## config.mk

```make
export PLATFORM = sky130hd
export DESIGN_NAME = coin_dispense_arbiter
export DESIGN_NICKNAME = d
export VERILOG_FILES = /design/src/rtl/coin_dispense_arbiter.sv
export SDC_FILE = /design/constraint.sdc
export NUM_CORES = 1
export LEC_CHECK = 0
export CORE_ASPECT_RATIO = 0.7
export CORE_MARGIN = 4
export CORE_UTILIZATION = 30
export DETAILED_ROUTE_END_ITERATION = 6
export PLACE_DENSITY_LB_ADDON = 0.08
export REMOVE_ABC_BUFFERS = 1
export SYNTH_ARGS = -nofsm -noshare
export SYNTH_HDL_FRONTEND = slang
export SYNTH_SLANG_ARGS = --single-unit
```

## constraint.sdc

```tcl
create_clock -name clk -period 3.2 [get_ports clk]
set_input_delay 0.32 -clock clk [delete_from_list [all_inputs] [get_ports clk]]
set_output_delay 0.32 -clock clk [all_outputs]
set_load 0.02 [all_outputs]
```

## src/rtl/coin_dispense_arbiter.sv

```systemverilog
// Two-channel cola vending arbiter: per-channel coin credit, round-robin
// grant of a single shared dispenser, then change paid out in 0.5-yuan pulses.
module coin_dispense_arbiter #(
    parameter int PRICE    = 5,
    parameter int DISP_CYC = 4
) (
    input  logic clk,
    input  logic rst_n,
    input  logic ch0_half,
    input  logic ch1_half,
    input  logic ch0_one,
    input  logic ch1_one,
    output logic ch0_lock,
    output logic ch1_lock,
    output logic ch0_cola,
    output logic ch1_cola,
    output logic ch0_change,
    output logic ch1_change,
    output logic busy
);

    // Accepting stops at PRICE, so the worst case is PRICE-1 plus a 3-unit coin pair.
    localparam int CW    = $clog2(PRICE + 3);
    localparam int CNT_W = (DISP_CYC > 1) ? $clog2(DISP_CYC) : 1;

    localparam logic [CW-1:0]    PRICE_C  = CW'(PRICE);
    localparam logic [CW-1:0]    ONE_C    = CW'(1);
    localparam logic [CNT_W-1:0] CNT_LAST = CNT_W'(DISP_CYC - 1);

    typedef enum logic [1:0] {
        IDLE     = 2'd0,
        DISPENSE = 2'd1,
        CHANGE   = 2'd2
    } state_e;

    state_e           state_q, state_d;
    logic [CW-1:0]    credit0_q, credit0_d;
    logic [CW-1:0]    credit1_q, credit1_d;
    logic [CNT_W-1:0] cnt_q, cnt_d;
    logic             grant_q, grant_d;
    logic             gnt_vld_q, gnt_vld_d;
    logic             rr_last_q, rr_last_d;

    logic          req0;
    logic          req1;
    logic          disp_last;
    logic [CW-1:0] gnt_credit;
    logic [CW-1:0] dec_amt;
    logic [CW-1:0] add0;
    logic [CW-1:0] add1;
    logic [CW-1:0] dec0;
    logic [CW-1:0] dec1;

    assign req0       = (credit0_q >= PRICE_C);
    assign req1       = (credit1_q >= PRICE_C);
    assign disp_last  = (state_q == DISPENSE) && (cnt_q == CNT_LAST);
    assign gnt_credit = grant_q ? credit1_q : credit0_q;

    always_ff @(posedge clk or negedge rst_n) begin
        if (!rst_n) begin
            state_q <= IDLE;
        end else begin
            state_q <= state_d;
        end
    end

    // Grant is decided only from IDLE and stays fixed until the FSM returns there.
    always_comb begin
        state_d   = state_q;
        grant_d   = grant_q;
        gnt_vld_d = gnt_vld_q;
        case (state_q)
            IDLE: begin
                if (req0 || req1) begin
                    state_d   = DISPENSE;
                    gnt_vld_d = 1'b1;
                    grant_d   = (req0 && req1) ? ~rr_last_q : req1;
                end
            end
            DISPENSE: begin
                if (disp_last) begin
                    if (gnt_credit != PRICE_C) begin
                        state_d = CHANGE;
                    end else begin
                        state_d   = IDLE;
                        gnt_vld_d = 1'b0;
                    end
                end
            end
            CHANGE: begin
                if (gnt_credit == ONE_C) begin
                    state_d   = IDLE;
                    gnt_vld_d = 1'b0;
                end
            end
            default: begin
                state_d   = IDLE;
                gnt_vld_d = 1'b0;
            end
        endcase
    end

    always_comb begin
        cnt_d = '0;
        if ((state_q == DISPENSE) && !disp_last) begin
            cnt_d = cnt_q + CNT_W'(1);
        end

        rr_last_d = rr_last_q;
        if (disp_last) begin
            rr_last_d = grant_q;
        end

        dec_amt = '0;
        if (disp_last) begin
            dec_amt = PRICE_C;
        end else if (state_q == CHANGE) begin
            dec_amt = ONE_C;
        end

        add0 = ch0_lock ? '0 : CW'({ch0_one, ch0_half});
        add1 = ch1_lock ? '0 : CW'({ch1_one, ch1_half});
        dec0 = (gnt_vld_q && !grant_q) ? dec_amt : '0;
        dec1 = (gnt_vld_q &&  grant_q) ? dec_amt : '0;

        // The granted channel is locked, so a channel never gains and loses credit on one edge.
        credit0_d = credit0_q + add0 - dec0;
        credit1_d = credit1_q + add1 - dec1;
    end

    always_ff @(posedge clk or negedge rst_n) begin
        if (!rst_n) begin
            credit0_q <= '0;
            credit1_q <= '0;
            cnt_q     <= '0;
            grant_q   <= 1'b0;
            gnt_vld_q <= 1'b0;
            rr_last_q <= 1'b1;
        end else begin
            credit0_q <= credit0_d;
            credit1_q <= credit1_d;
            cnt_q     <= cnt_d;
            grant_q   <= grant_d;
            gnt_vld_q <= gnt_vld_d;
            rr_last_q <= rr_last_d;
        end
    end

    // All outputs decode registered state only; coin inputs never reach them directly.
    always_comb begin
        busy       = (state_q != IDLE);
        ch0_lock   = req0 || (gnt_vld_q && !grant_q);
        ch1_lock   = req1 || (gnt_vld_q &&  grant_q);
        ch0_cola   = disp_last && gnt_vld_q && !grant_q;
        ch1_cola   = disp_last && gnt_vld_q &&  grant_q;
        ch0_change = (state_q == CHANGE) && gnt_vld_q && !grant_q;
        ch1_change = (state_q == CHANGE) && gnt_vld_q &&  grant_q;
    end

endmodule
```

==> summary.md <==
| Metric | Value |
|---|---|
| Flops & latches, synth | 13 |
| Largest net degree at the start of global routing | 14 |
| WL met1 | about 960 um |
| Nets@finish | roughly 120 |
| RePlAce Congestion | ~0.72 |
| WP data arrival | between 2 and 3 ns |
| Post-CTS sizing | 0 |
| Final Skew | around 0.0018 ns |
| Synthesis Warnings | 0 |
| Slew Limit Fails | 0 |
| Worst slack, placed | approximately 0.79 ns |
| Row count | 16 |
| H-tree depth | 1 |
| Fin crit period | ~2.4 ns |
| Worst Hold Path Cells | 1 |
| Routed length on met2 | a little over 700 um |
| # clock sinks | 13 |
| DR iter-0 viols | 16 |
| FMAX | 0.413 GHz |
| Initial antenna violation count | 0 |
| Crit end category | register |
| Routed WL | roughly 1.8 mm |
| Fin crit share | 0.757 |
| Clock Tree Buf Depth | 2 |
| Ant diodes | 0 |
| DR WL met3 | around 89 um |
| Initial Util | 0.312 |
| Via density | between 4 and 5 |
| Root buffer cell | clkbuf_8 |
| Chip Height | about 53 um |
| Worst hold endpoint | cnt_q[0] |
| Status | finished clean |
| Seq/Total Area, Yosys | 0.377 |
| Max FO, Critical Path | 10 |
| TritonCTS clock tree | yes |
| Io pins | 13 |
| Peak supply drop | roughly 0.36 mV |
| Post-DRT Antenna Nets | 0 |
| Synth top area cells | dfrtp_1 35%, ha_1 10%, fa_1 4.6% |
| Pwr/cell area | around 1100 mW/mm^2 |
| Synth cell types | 32 |
| Die width | about 72 um |
| GRT Total Usage | 0.108 |
| Reg2reg path depth | 10 |
| Mapped Cells | between 80 and 90 |
| Placed cells | roughly 130 |
| Area leader, netlist | dfrtp_1 |
| Slew HR | 0.580 |
| PnR worst setup slack | between 0.7 and 0.8 ns |
| Max-cap viol count | 0 |
| Syn-to-layout area delta | 22.9% |
| Worst R2R Setup Slack | just under 0.8 ns |
| Worst setup SP type | register |
| Core area | 0.00278 mm^2 |
| Final core occ | 0.383 |
| DR WL/cell | between 10 and 15 um |
| Pleak | approximately 0.00048 uW |
| Mean Syn Cell Area | between 10 and 15 um^2 |
| Most frequent cells in the layout | 12 x dfrtp_1, 12 x clkdlybuf4s50_1, 9 x inv_1 |
| Worst-skew pair later-pin latency | between 0.2 and 0.25 ns |
| Hold_buf cts | 0 |
| Inserted Clock Buffers | 3 |
| DIE AREA | around 0.0038 mm^2 |
| Critical R2R Capture | credit1_q[2] |
| Slew @ Worst Pin | 0.628 ns |
| First-pass GRT wire length | slightly above 3 mm |
| Share of cells above drive strength 1 | 0.131 |
| Hpwl dp | roughly 1.4 mm |
| Hold wc startpoint | cnt_q[0] |
| Fin. Hold Viols | 0 |
| TNS Setup | 0 ns |
| Hold crit path type | reg2reg |
| Grt ovf | 0 |
| Post-Layout Cell Count | 135 |
| Endpoints failing setup | 0 |
| Port bufs | 12 |
| Critical path required time | 3.32 ns |
| Reg-to-Reg Start | state_q[0] |
| Initial DRT Pass Iterations | 4 |
| Highest metal used | met4 |
| Reg clk slew, reported paths | 0.06 ns |
| Vias | 624 |
| DRC violations left | 0 |
| RSZ-0062 raised after global routing | no |
| Netlist Area Pre-Place | ~870 um^2 |
| Number of global-route vias before repair | roughly 650 |
| Kind of critical path | reg2reg |
| Setup Fix Bufs, Post-CTS | 0 |
| Yosys top cell area share | 0.346 |
==> state kept, by name, summed over array words and instances, names as in the netlist <==
| register | count |
|---|---|
| gnt_vld_q | 1 |
| grant_q | 1 |
| rr_last_q | 1 |
| credit0_q | 3 |
| cnt_q | 2 |
| credit1_q | 3 |
| state_q | 2 |
==> metal layers <==
layer / vias up / GRT usage
met3: 2 / 0.0398
met2: 11 / 0.151
li1: 318 / -
met1: 293 / 0.156
met5: - / 0
met4: 0 / 0.0188
==> worst max path at each step <==
stage	start	end	slack, ns	cells after the start
3_3_place_gp	state_q[0]	credit1_q[2]	0.78	10
3_5_place_dp	cnt_q[0]	credit0_q[2]	0.79	11
4_1_cts	cnt_q[0]	credit1_q[2]	0.78	11
5_1_grt	state_q[0]	credit0_q[2]	0.59	10
6_report	state_q[0]	credit1_q[2]	0.78	10
2_1_floorplan	state_q[0]	credit1_q[2]	0.94	10
==> critical path, stage by stage, from the launching register on <==
cell      delay (ns)
dfrtp_1         0.51
nand2b_2        0.33
a21oi_1         0.19
ha_1            0.24
inv_1           0.05
ha_1            0.12
inv_1           0.04
fa_1            0.38
xor2_1          0.16
xnor2_1         0.13
xor2_1          0.14
==> layout make-up <==
cell class / instances / area [um^2]
multi-input cells: 61 / 495
inverters: 9 / 33.8
well taps: 36 / 45.0
repair buffers: 12 / 120
clock buffers: 4 / 45.0
flip-flops and latches: 13 / 327
fillers: 281 / 1720
==> cell usage after synthesis (all sizes together) <==
library cell	n
a31oi	1
dfrtp	12
xnor2	4
mux2	1
buf	1
nor4bb	1
nor2	7
nand2	5
nand2b	4
o21a	1
inv	9
fa	2
o311a	1
o22ai	1
a221o	1
ha	7
o21ai	2
nor3	1
nand3b	1
a22oi	1
or2	1
and4bb	1
dfstp	1
a211oi	1
xor2	4
nor3b	1
and3b	1
a21oi	5
nand3	5
o32a	1
==> power breakdown <==
group / total [uW] / switching (uW) / internal [uW] / leakage, uW
Combinational: 702 / 358 / 344 / 0.000305
Clock: 147 / 58.9 / 87.9 / 0.0000228
Sequential: 374 / 114 / 260 / 0.000150
Total: 1220 / 531 / 691 / 0.000478
==> logic make-up after synthesis <==
group / Yosys count / synth area share
AO/OA/AOI/OAI: 15 / 0.130
flip-flops: 13 / 0.377
AND/OR/NAND/NOR: 28 / 0.201
adder cells (fa/ha/maj): 9 / 0.147
buffers and inverters: 10 / 0.0519
multiplexers: 1 / 0.0130
XOR/XNOR: 8 / 0.0808
==> per-stage QoR <==
step	power [uW]	cell area [um^2]	hold slack (ns)
after detailed placement	1090	1020	0.435
final	1220	1070	0.435
after global routing	1360	1070	0.468
after floorplan	898	856	0.0244
after CTS	1250	1070	0.443
after global placement	1080	1020	0.429
Note: power is estimated with default switching activity, not from simulation.
